**config.mk**
```make
export PLATFORM = sky130hd
export DESIGN_NAME = instr_fetch_decode
export DESIGN_NICKNAME = d
export VERILOG_FILES = /design/src/rtl/rv_pkg.sv /design/src/rtl/imm_gen.sv /design/src/rtl/instr_fetch_decode.sv
export SDC_FILE = /design/constraint.sdc
export NUM_CORES = 1
export LEC_CHECK = 0
export CORE_UTILIZATION = 35
export DETAILED_ROUTE_END_ITERATION = 8
export MAX_ROUTING_LAYER = met4
export PLACE_DENSITY = 0.74
export SLEW_MARGIN = 25
export SYNTH_ARGS = -nofsm -noshare
export SYNTH_HDL_FRONTEND = slang
export SYNTH_HIERARCHICAL = 1
export SYNTH_SLANG_ARGS = --single-unit
```
**constraint.sdc**
```tcl
create_clock -name clk -period 2.7 [get_ports clk]
set_input_delay 0.54 -clock clk [delete_from_list [all_inputs] [get_ports clk]]
set_output_delay 0.54 -clock clk [all_outputs]
set_load 0.02 [all_outputs]
```
**src/rtl/rv_pkg.sv**
```systemverilog
// -----------------------------------------------------------------------------
// rv_pkg
// Shared RV64I definitions for the fetch/decode front end and later stages:
//   - major opcode constants
//   - immediate format enum and an opcode-to-format classifier
//   - canonical NOP encoding (addi x0, x0, 0)
//   - fetch FSM state type
// -----------------------------------------------------------------------------
package rv_pkg;

    localparam logic [6:0] OP_LOAD   = 7'b0000011;
    localparam logic [6:0] OP_IMM    = 7'b0010011;
    localparam logic [6:0] OP_IMM32  = 7'b0011011;
    localparam logic [6:0] OP_STORE  = 7'b0100011;
    localparam logic [6:0] OP_BRANCH = 7'b1100011;
    localparam logic [6:0] OP_LUI    = 7'b0110111;
    localparam logic [6:0] OP_AUIPC  = 7'b0010111;
    localparam logic [6:0] OP_JAL    = 7'b1101111;
    localparam logic [6:0] OP_JALR   = 7'b1100111;
    localparam logic [6:0] OP_REG    = 7'b0110011;
    localparam logic [6:0] OP_SYSTEM = 7'b1110011;

    localparam logic [31:0] NOP_INSTR = 32'h0000_0013;

    typedef enum logic [2:0] {
        FMT_R,
        FMT_I,
        FMT_S,
        FMT_B,
        FMT_U,
        FMT_J
    } imm_fmt_t;

    typedef enum logic [1:0] {
        ST_IDLE,
        ST_WAIT,
        ST_VALID,
        ST_ERR
    } fetch_state_t;

    // Unknown opcodes fall into FMT_R so they decode to a zero immediate.
    function automatic imm_fmt_t imm_fmt(input logic [6:0] op);
        imm_fmt_t fmt;
        case (op)
            OP_LOAD, OP_IMM, OP_IMM32, OP_JALR, OP_SYSTEM: fmt = FMT_I;
            OP_STORE:                                      fmt = FMT_S;
            OP_BRANCH:                                     fmt = FMT_B;
            OP_LUI, OP_AUIPC:                              fmt = FMT_U;
            OP_JAL:                                        fmt = FMT_J;
            default:                                       fmt = FMT_R;
        endcase
        return fmt;
    endfunction

endpackage

```
**src/rtl/imm_gen.sv**
```systemverilog
// -----------------------------------------------------------------------------
// imm_gen
// Purely combinational RV64I immediate decoder. Selects the immediate layout
// from the opcode field and sign-extends from ir[31] to XLEN bits.
// R-type and unrecognised opcodes produce zero.
// Ports:
//   ir   in   32    instruction word
//   imm  out  XLEN  sign-extended immediate
// -----------------------------------------------------------------------------
module imm_gen
    import rv_pkg::*;
#(
    parameter int XLEN = 64
) (
    input  logic [31:0]     ir,
    output logic [XLEN-1:0] imm
);

    always_comb begin
        imm = '0;
        case (imm_fmt(ir[6:0]))
            FMT_I:   imm = {{(XLEN-12){ir[31]}}, ir[31:20]};
            FMT_S:   imm = {{(XLEN-12){ir[31]}}, ir[31:25], ir[11:7]};
            FMT_B:   imm = {{(XLEN-13){ir[31]}}, ir[31], ir[7], ir[30:25], ir[11:8], 1'b0};
            FMT_U:   imm = {{(XLEN-32){ir[31]}}, ir[31:12], 12'b0};
            FMT_J:   imm = {{(XLEN-21){ir[31]}}, ir[31], ir[19:12], ir[20], ir[30:21], 1'b0};
            default: imm = '0;
        endcase
    end

endmodule

```
**src/rtl/instr_fetch_decode.sv**
```systemverilog
// -----------------------------------------------------------------------------
// instr_fetch_decode
// Fetch stage feeding the multicycle control unit. A start_fetch pulse issues a
// single req/ack memory read at pc_in; the returned word is latched into the
// instruction register (IR) and decoded combinationally into the fields the
// control unit and datapath consume. Fields only change when a new fetch
// completes, so they stay stable while the instruction executes.
//
// Optional feature (compile-time macro FETCH_TIMEOUT_EN):
//   defined   - a watchdog aborts a fetch to ERR after TIMEOUT_CYCLES cycles
//               in WAIT without an ack (an ack on the last cycle still wins).
//   undefined - WAIT lasts until the ack arrives.
//
// Ports:
//   clk          in   1     system clock, rising edge
//   reset        in   1     asynchronous active-low reset
//   start_fetch  in   1     fetch request pulse from the control unit
//   pc_in        in   XLEN  fetch address, sampled with start_fetch
//   mem_req      out  1     memory read request, held until ack
//   mem_addr     out  XLEN  registered fetch address
//   mem_ack      in   1     read data valid
//   mem_rdata    in   ILEN  instruction word
//   instr_valid  out  1     IR holds a completed fetch
//   busy         out  1     fetch in progress
//   fault        out  1     misaligned PC or timeout, sticky until next fetch
//   opcode, funct3, funct7, rs1, rs2, rd   out   IR fields
//   imm          out  XLEN  sign-extended immediate
// -----------------------------------------------------------------------------
module instr_fetch_decode
    import rv_pkg::*;
#(
    parameter int XLEN           = 64,
    parameter int ILEN           = 32,
    parameter int TIMEOUT_CYCLES = 16
) (
    input  logic            clk,
    input  logic            reset,
    input  logic            start_fetch,
    input  logic [XLEN-1:0] pc_in,
    output logic            mem_req,
    output logic [XLEN-1:0] mem_addr,
    input  logic            mem_ack,
    input  logic [ILEN-1:0] mem_rdata,
    output logic            instr_valid,
    output logic            busy,
    output logic            fault,
    output logic [6:0]      opcode,
    output logic [2:0]      funct3,
    output logic [6:0]      funct7,
    output logic [4:0]      rs1,
    output logic [4:0]      rs2,
    output logic [4:0]      rd,
    output logic [XLEN-1:0] imm
);

    if (TIMEOUT_CYCLES < 2) begin : g_bad_timeout
        $error("instr_fetch_decode: TIMEOUT_CYCLES must be at least 2");
    end

    fetch_state_t    state;
    fetch_state_t    state_next;
    logic [ILEN-1:0] ir;
    logic            accept;
    logic            load_ir;

`ifdef FETCH_TIMEOUT_EN
    localparam int              CNT_W     = $clog2(TIMEOUT_CYCLES);
    localparam logic [CNT_W-1:0] CNT_LIMIT = CNT_W'(TIMEOUT_CYCLES - 1);
    logic [CNT_W-1:0] wait_cnt;
`endif

    // Next-state logic. mem_ack is only honoured in WAIT, i.e. while mem_req
    // is high; start_fetch is only honoured outside WAIT.
    always_comb begin
        state_next = state;
        accept     = 1'b0;
        load_ir    = 1'b0;
        case (state)
            ST_IDLE, ST_VALID, ST_ERR: begin
                if (start_fetch) begin
                    if (pc_in[1:0] == 2'b00) begin
                        state_next = ST_WAIT;
                        accept     = 1'b1;
                    end else begin
                        state_next = ST_ERR;
                    end
                end
            end
            ST_WAIT: begin
                if (mem_ack) begin
                    state_next = ST_VALID;
                    load_ir    = 1'b1;
                end
`ifdef FETCH_TIMEOUT_EN
                else if (wait_cnt == CNT_LIMIT) begin
                    state_next = ST_ERR;
                end
`endif
            end
            default: state_next = ST_IDLE;
        endcase
    end

    always_ff @(posedge clk or negedge reset) begin
        if (!reset) begin
            state    <= ST_IDLE;
            mem_addr <= '0;
            ir       <= ILEN'(NOP_INSTR);
        end else begin
            state <= state_next;
            if (accept) begin
                mem_addr <= pc_in;
            end
            if (load_ir) begin
                ir <= mem_rdata;
            end
        end
    end

`ifdef FETCH_TIMEOUT_EN
    // Counts WAIT cycles without ack; cleared whenever a new request starts.
    always_ff @(posedge clk or negedge reset) begin
        if (!reset) begin
            wait_cnt <= '0;
        end else if (accept) begin
            wait_cnt <= '0;
        end else if (state == ST_WAIT && !mem_ack && wait_cnt != CNT_LIMIT) begin
            wait_cnt <= wait_cnt + 1'b1;
        end
    end
`endif

    // Status outputs derive from state so reset drops mem_req asynchronously.
    assign mem_req     = (state == ST_WAIT);
    assign busy        = (state == ST_WAIT);
    assign instr_valid = (state == ST_VALID);
    assign fault       = (state == ST_ERR);

    // Decode strictly from IR, never from mem_rdata.
    assign opcode = ir[6:0];
    assign rd     = ir[11:7];
    assign funct3 = ir[14:12];
    assign rs1    = ir[19:15];
    assign rs2    = ir[24:20];
    assign funct7 = ir[31:25];

    imm_gen #(
        .XLEN(XLEN)
    ) u_imm_gen (
        .ir  (ir[31:0]),
        .imm (imm)
    );

endmodule
```
After elaboration in Yosys (flattened, before gate mapping):

Index checks and enable logic that the tools add are counted.

* equal/unequal tests: 20
* muxes and demuxes: 11
* reductions and logical operators: 6

Operator list (count)
* $pmux W64 S5: 1
* $eq A7 B7 Y1 const B: 4
* $eq A7 B5 Y1 const B: 3
* $pmux W3 S5: 1
* $eq A7 B6 Y1 const B: 2
* $eq A7 B2 Y1 const B: 1
* $eq A3 B2 Y1 const B: 2
* $eq A3 B3 Y1 const B: 2
* $mux W2: 3
* $mux W1: 5
* $reduce_or A5 Y1: 1
* $eq A2 B2 Y1 const B: 2
* $logic_not A2 Y1: 2
* $ne A2 B2 Y1 const B: 2
* $pmux W2 S2: 1
* $eq A3 B1 Y1 const B: 1
* $reduce_or A3 Y1: 1
* $eq A2 B1 Y1 const B: 1
* $reduce_and A2 Y1: 1
* $reduce_or A2 Y1: 1

* register bits after elaboration: 98
* input bits: 100
* output and inout bits: 164
* word-level logic and storage cells: 40

Depth between registers and ports, before layout:

* depth in word-level cells: 5
* gate-level depth with buffers: 5
* depth with buffers taken out: 4

By module:

Netlist, hierarchy kept.

Modules (own cells, without submodules)
* instr_fetch_decode: times used 1, cells an instance 215, area an instance 4023.9 um2, sequential area each 2456.1 um2
* imm_gen: times used 1, cells an instance 106, area an instance 728.2 um2, sequential area each 0.0 um2

Worst setup path before layout:

OpenSTA, ideal clock, no wires.

* path kind: register -> output
* start: register ir[4]
* end: output imm[32]
* data arrival time: 2.443 ns
* required time: 2.160 ns
* setup slack: -0.283 ns
* stages on the path, launching flop included: 5
* buffers on the path: 1
* cell sequence: dfstp_2 -> or3b_1 -> a21oi_2 -> o31a_1 -> buf_4

* word-level cells in the longest chain between the ends: 5
* elaborated cells on any way between the ends: 19
* classes of those cells: eq/ne: 15; mux: 2; reduce/logical: 2

RTL lines
* start, declared: line instr_fetch_decode.sv:62 `logic [ILEN-1:0] ir;`
* start signal, assigned: line instr_fetch_decode.sv:108 `ir <= ILEN'(NOP_INSTR);`
* start signal, assigned: line instr_fetch_decode.sv:115 `ir <= mem_rdata;`
* $eq A7 B2 Y1, or another cell as far along: line rv_pkg.sv:44 `case (op)`
* $reduce_or A5 Y1 or $reduce_or A2 Y1 (tied branches): line rv_pkg.sv:44
* $pmux W3 S5 (*): line rv_pkg.sv:44
* $eq A3 B3 Y1, or another cell as far along: line imm_gen.sv:21 `case (imm_fmt(ir[6:0]))`
* $pmux W64 S5 (*): line imm_gen.sv:21
* end, declared: line instr_fetch_decode.sv:53 `output logic [XLEN-1:0] imm`

Mark *: on every way between the ends. The rest lies on a longest branch, timed or not.

Worst setup path after layout:

* start: register ir[4]
* end: output imm[22]

Same word-level chain as after synthesis.

==> results.md <==
* Outcome: complete, no violations
* Mapped Cells at 321
* Combinational group share of total power at 55.2%
* GRT busiest layer: met2
* Core ar. at 0.0132 mm^2
* Syn Std Cell Area at 0.00475 mm^2
* Worst setup margin at 0.0847 ns
* Pin count of the biggest net entering global routing at 41
* Clk root buf: clkbuf_16
* CTS clk-pin slew, worst paths at 0.07 ns
* Initial drt markers at 104
* Critical path's slowest cell: dfstp_2
* Vias in the first global route at 3714
* Primary FF master, synth: dfrtp_1
* Power share of the clock group at 13.7%
* Max Root-Sink Buffers at 2
* Synth Area per Inst at 14.8 um^2
* Asr flop ratio synth at 100%
* Std cell rows at 42
* Detailed Place HPWL at 9320 um
* Setup TNS at 0 ns
* Post-synth EDFFs at 0
* Layout cells sized above 1 at 37.8%
* CP delay by family, top: compound AO/OA/AOI/OAI gates
* H-tree Lvls at 3
* Crit path DAT at 2.08 ns
* Die height at 119 um
* Crit-path max FO at 11
* Avg WL per Cell at 16.5 um
* Via count at 3504
* R2R Path Start: state[0]
* Startpoint Class: flop
* Fin area at 0.00740 mm^2
* Layout area overhead at 55.6%
* CTS sink cnt at 98
* Max_cap viols at 0
* DRC violations left at 0
* CP cell instances: nor2b_2 -> a2111o_1 -> a211oi_2 -> buf_6 -> a21o_1 -> buf_2
* DRT antenna net count at 0
* Pre-CTS WS at -0.0188 ns
* Synth warnings at 6
* Initial antenna violation count at 0
* Pint at 5.46 mW
* Layout Skew at 0.00487 ns
* TritonCTS buffer count at 9
* Reg power frac at 31.1%
* Die area at 0.0140 mm^2
* GPL Wtd Cong at 0.941
* Post-DP Area at 0.00739 mm^2
* Fin nets at 675
* CTS Hold Bufs at 0
* Grt met1 use at 20.0%
* Final Hold Fails at 0
* N_diodes at 0
* CP bufs+invs at 2
* Final setup viols at 0
* Psw at 3.37 mW
* Drt total wl at 12500 um
* Critical Path RT at 2.16 ns
* Seq/Total Area, Yosys at 51.7%
* Met2 usage at 31.0%
* CP Class: flop to output pin
* Sw Share at 38.2%
* All-layer global routing usage at 18.3%
* M3 GR Usage at 4.54%
* Maximum VDD drop at 651 uV
* Max_slew headroom at 70.5%
* CP peak stage delay at 0.58 ns
* Crit path from: ir[4]
* Vias per Instance at 4.63
* RSZ-0062 raised after global routing: no
* CTS tree: yes
* Port Buf Inserts at 263
* Post-route insts no fill at 756
* Leak pwr at 3.63 nW
* IO Pins at 264
* Period minus WS final at 2.62 ns
* Netlist cell types at 44
* Die X at 119 um
* #FFs+latches synth at 98
* Period utilization at 96.9%
* Post-Place Cells at 737
* Hold Slack at 0.133 ns
* Final Util at 55.8%
* Fmax at 382 MHz
* Slew Limit Fails at 0
* First-pass DRT Iterations at 4
* Worst Setup End Kind: output pin
* Syn_nets at 421
* Clk_lat worst skew at 0.35 ns
* First-pass GRT wire length at 19300 um
* Hold WC Path Type: input pin to asynchronous set/reset pin
* GR Overflow Total at 0
* Slew of the pin with the lowest slew margin at 0.442 ns
* Power Dens Cells at 1190 mW/mm^2
* Power Total at 8.83 mW
* Initial core utilization at 35.9%
[metal layers]
metal  wire length, um  vias to the layer above
met3               886                       23
li1                  -                     1598
met1              4990                     1699
met2              6250                      184
met4               334                        0
met5                 0                        -
[state kept, by name (all words and copies together) (netlist names)]
register	cells
ir	32
mem_addr	64
state	2
[cells in the mapped netlist, types with 2 or more instances]
cell / n / area, um^2
nand3_1: 2 / 10.0
dfstp_2: 3 / 78.8
buf_4: 34 / 255
nor2b_1: 3 / 18.8
nor2_1: 3 / 11.3
and2_1: 9 / 56.3
o21ai_0: 4 / 20.0
buf_6: 3 / 33.8
buf_12: 7 / 140
dfrtp_1: 95 / 2380
mux2_4: 58 / 871
clkbuf_1: 2 / 7.51
nand4_1: 2 / 12.5
a21o_1: 20 / 150
a21oi_1: 2 / 10.0
mux2_2: 36 / 405
nand2_1: 11 / 41.3
[worst paths after layout]
check,to,slack [ns],cells after the start
setup / recovery,imm[22],0.08,6
hold / removal,mem_addr[39],0.13,1
setup reg to reg,mem_addr[30],0.93,4
hold reg to reg,mem_addr[0],0.49,1
max in group asynchronous,ir[1],1.82,2
min in group clk,mem_addr[0],0.49,1
[cells by family (layout without fill, tap and decap cells)]
kind of cell | Yosys count | after routing | share of synthesized area (%)
compound gates | 38 | 38 | 6.35
xor+xnor | 1 | 1 | 0.184
buf+inv | 47 | 306 | 9.27
flops | 98 | 98 | 51.7
mux | 94 | 94 | 26.9
simple gates | 43 | 43 | 5.66
[placed cells by master (no fill, tap or decap), types with 3 or more instances in the layout]
master and count:
buf_2 60, clkdlybuf4s50_1 198, dfstp_2 3, mux2_4 58
clkbuf_2 3, buf_12 4, o21ai_0 3, dfrtp_1 95
and2_1 9, clkbuf_16 9, a21o_1 19, nand2_1 11
buf_4 22, mux2_2 36
[cell type report]
class | count | area (um^2)
clock buffers | 9 | 225
repair buffers | 289 | 2560
flip-flops and latches | 98 | 2460
inverters | 1 | 3.75
well taps | 176 | 220
fillers | 1160 | 5850
clock inverters | 7 | 53.8
multi-input cells | 176 | 1870
[repair_timing]
action | CTS | global route
hold endpoints to repair | 0 | 0
gates resized for setup | 248 | 17
setup endpoints to repair | 64 | 24
buffers inserted | 2 | 1
pin swaps | 3 | 1
[power groups by stage]
stage / clock, mW / combinational (mW) / sequential, mW
final: 1.21 / 4.87 / 2.75
after global routing: 1.31 / 5.10 / 2.85
after CTS: 1.25 / 4.90 / 2.76
after detailed placement: 0 / 5.04 / 2.76
after global placement: 0 / 4.98 / 2.73
after floorplan: 0 / 1.91 / 3.56
(Power assumes the default switching activity.)
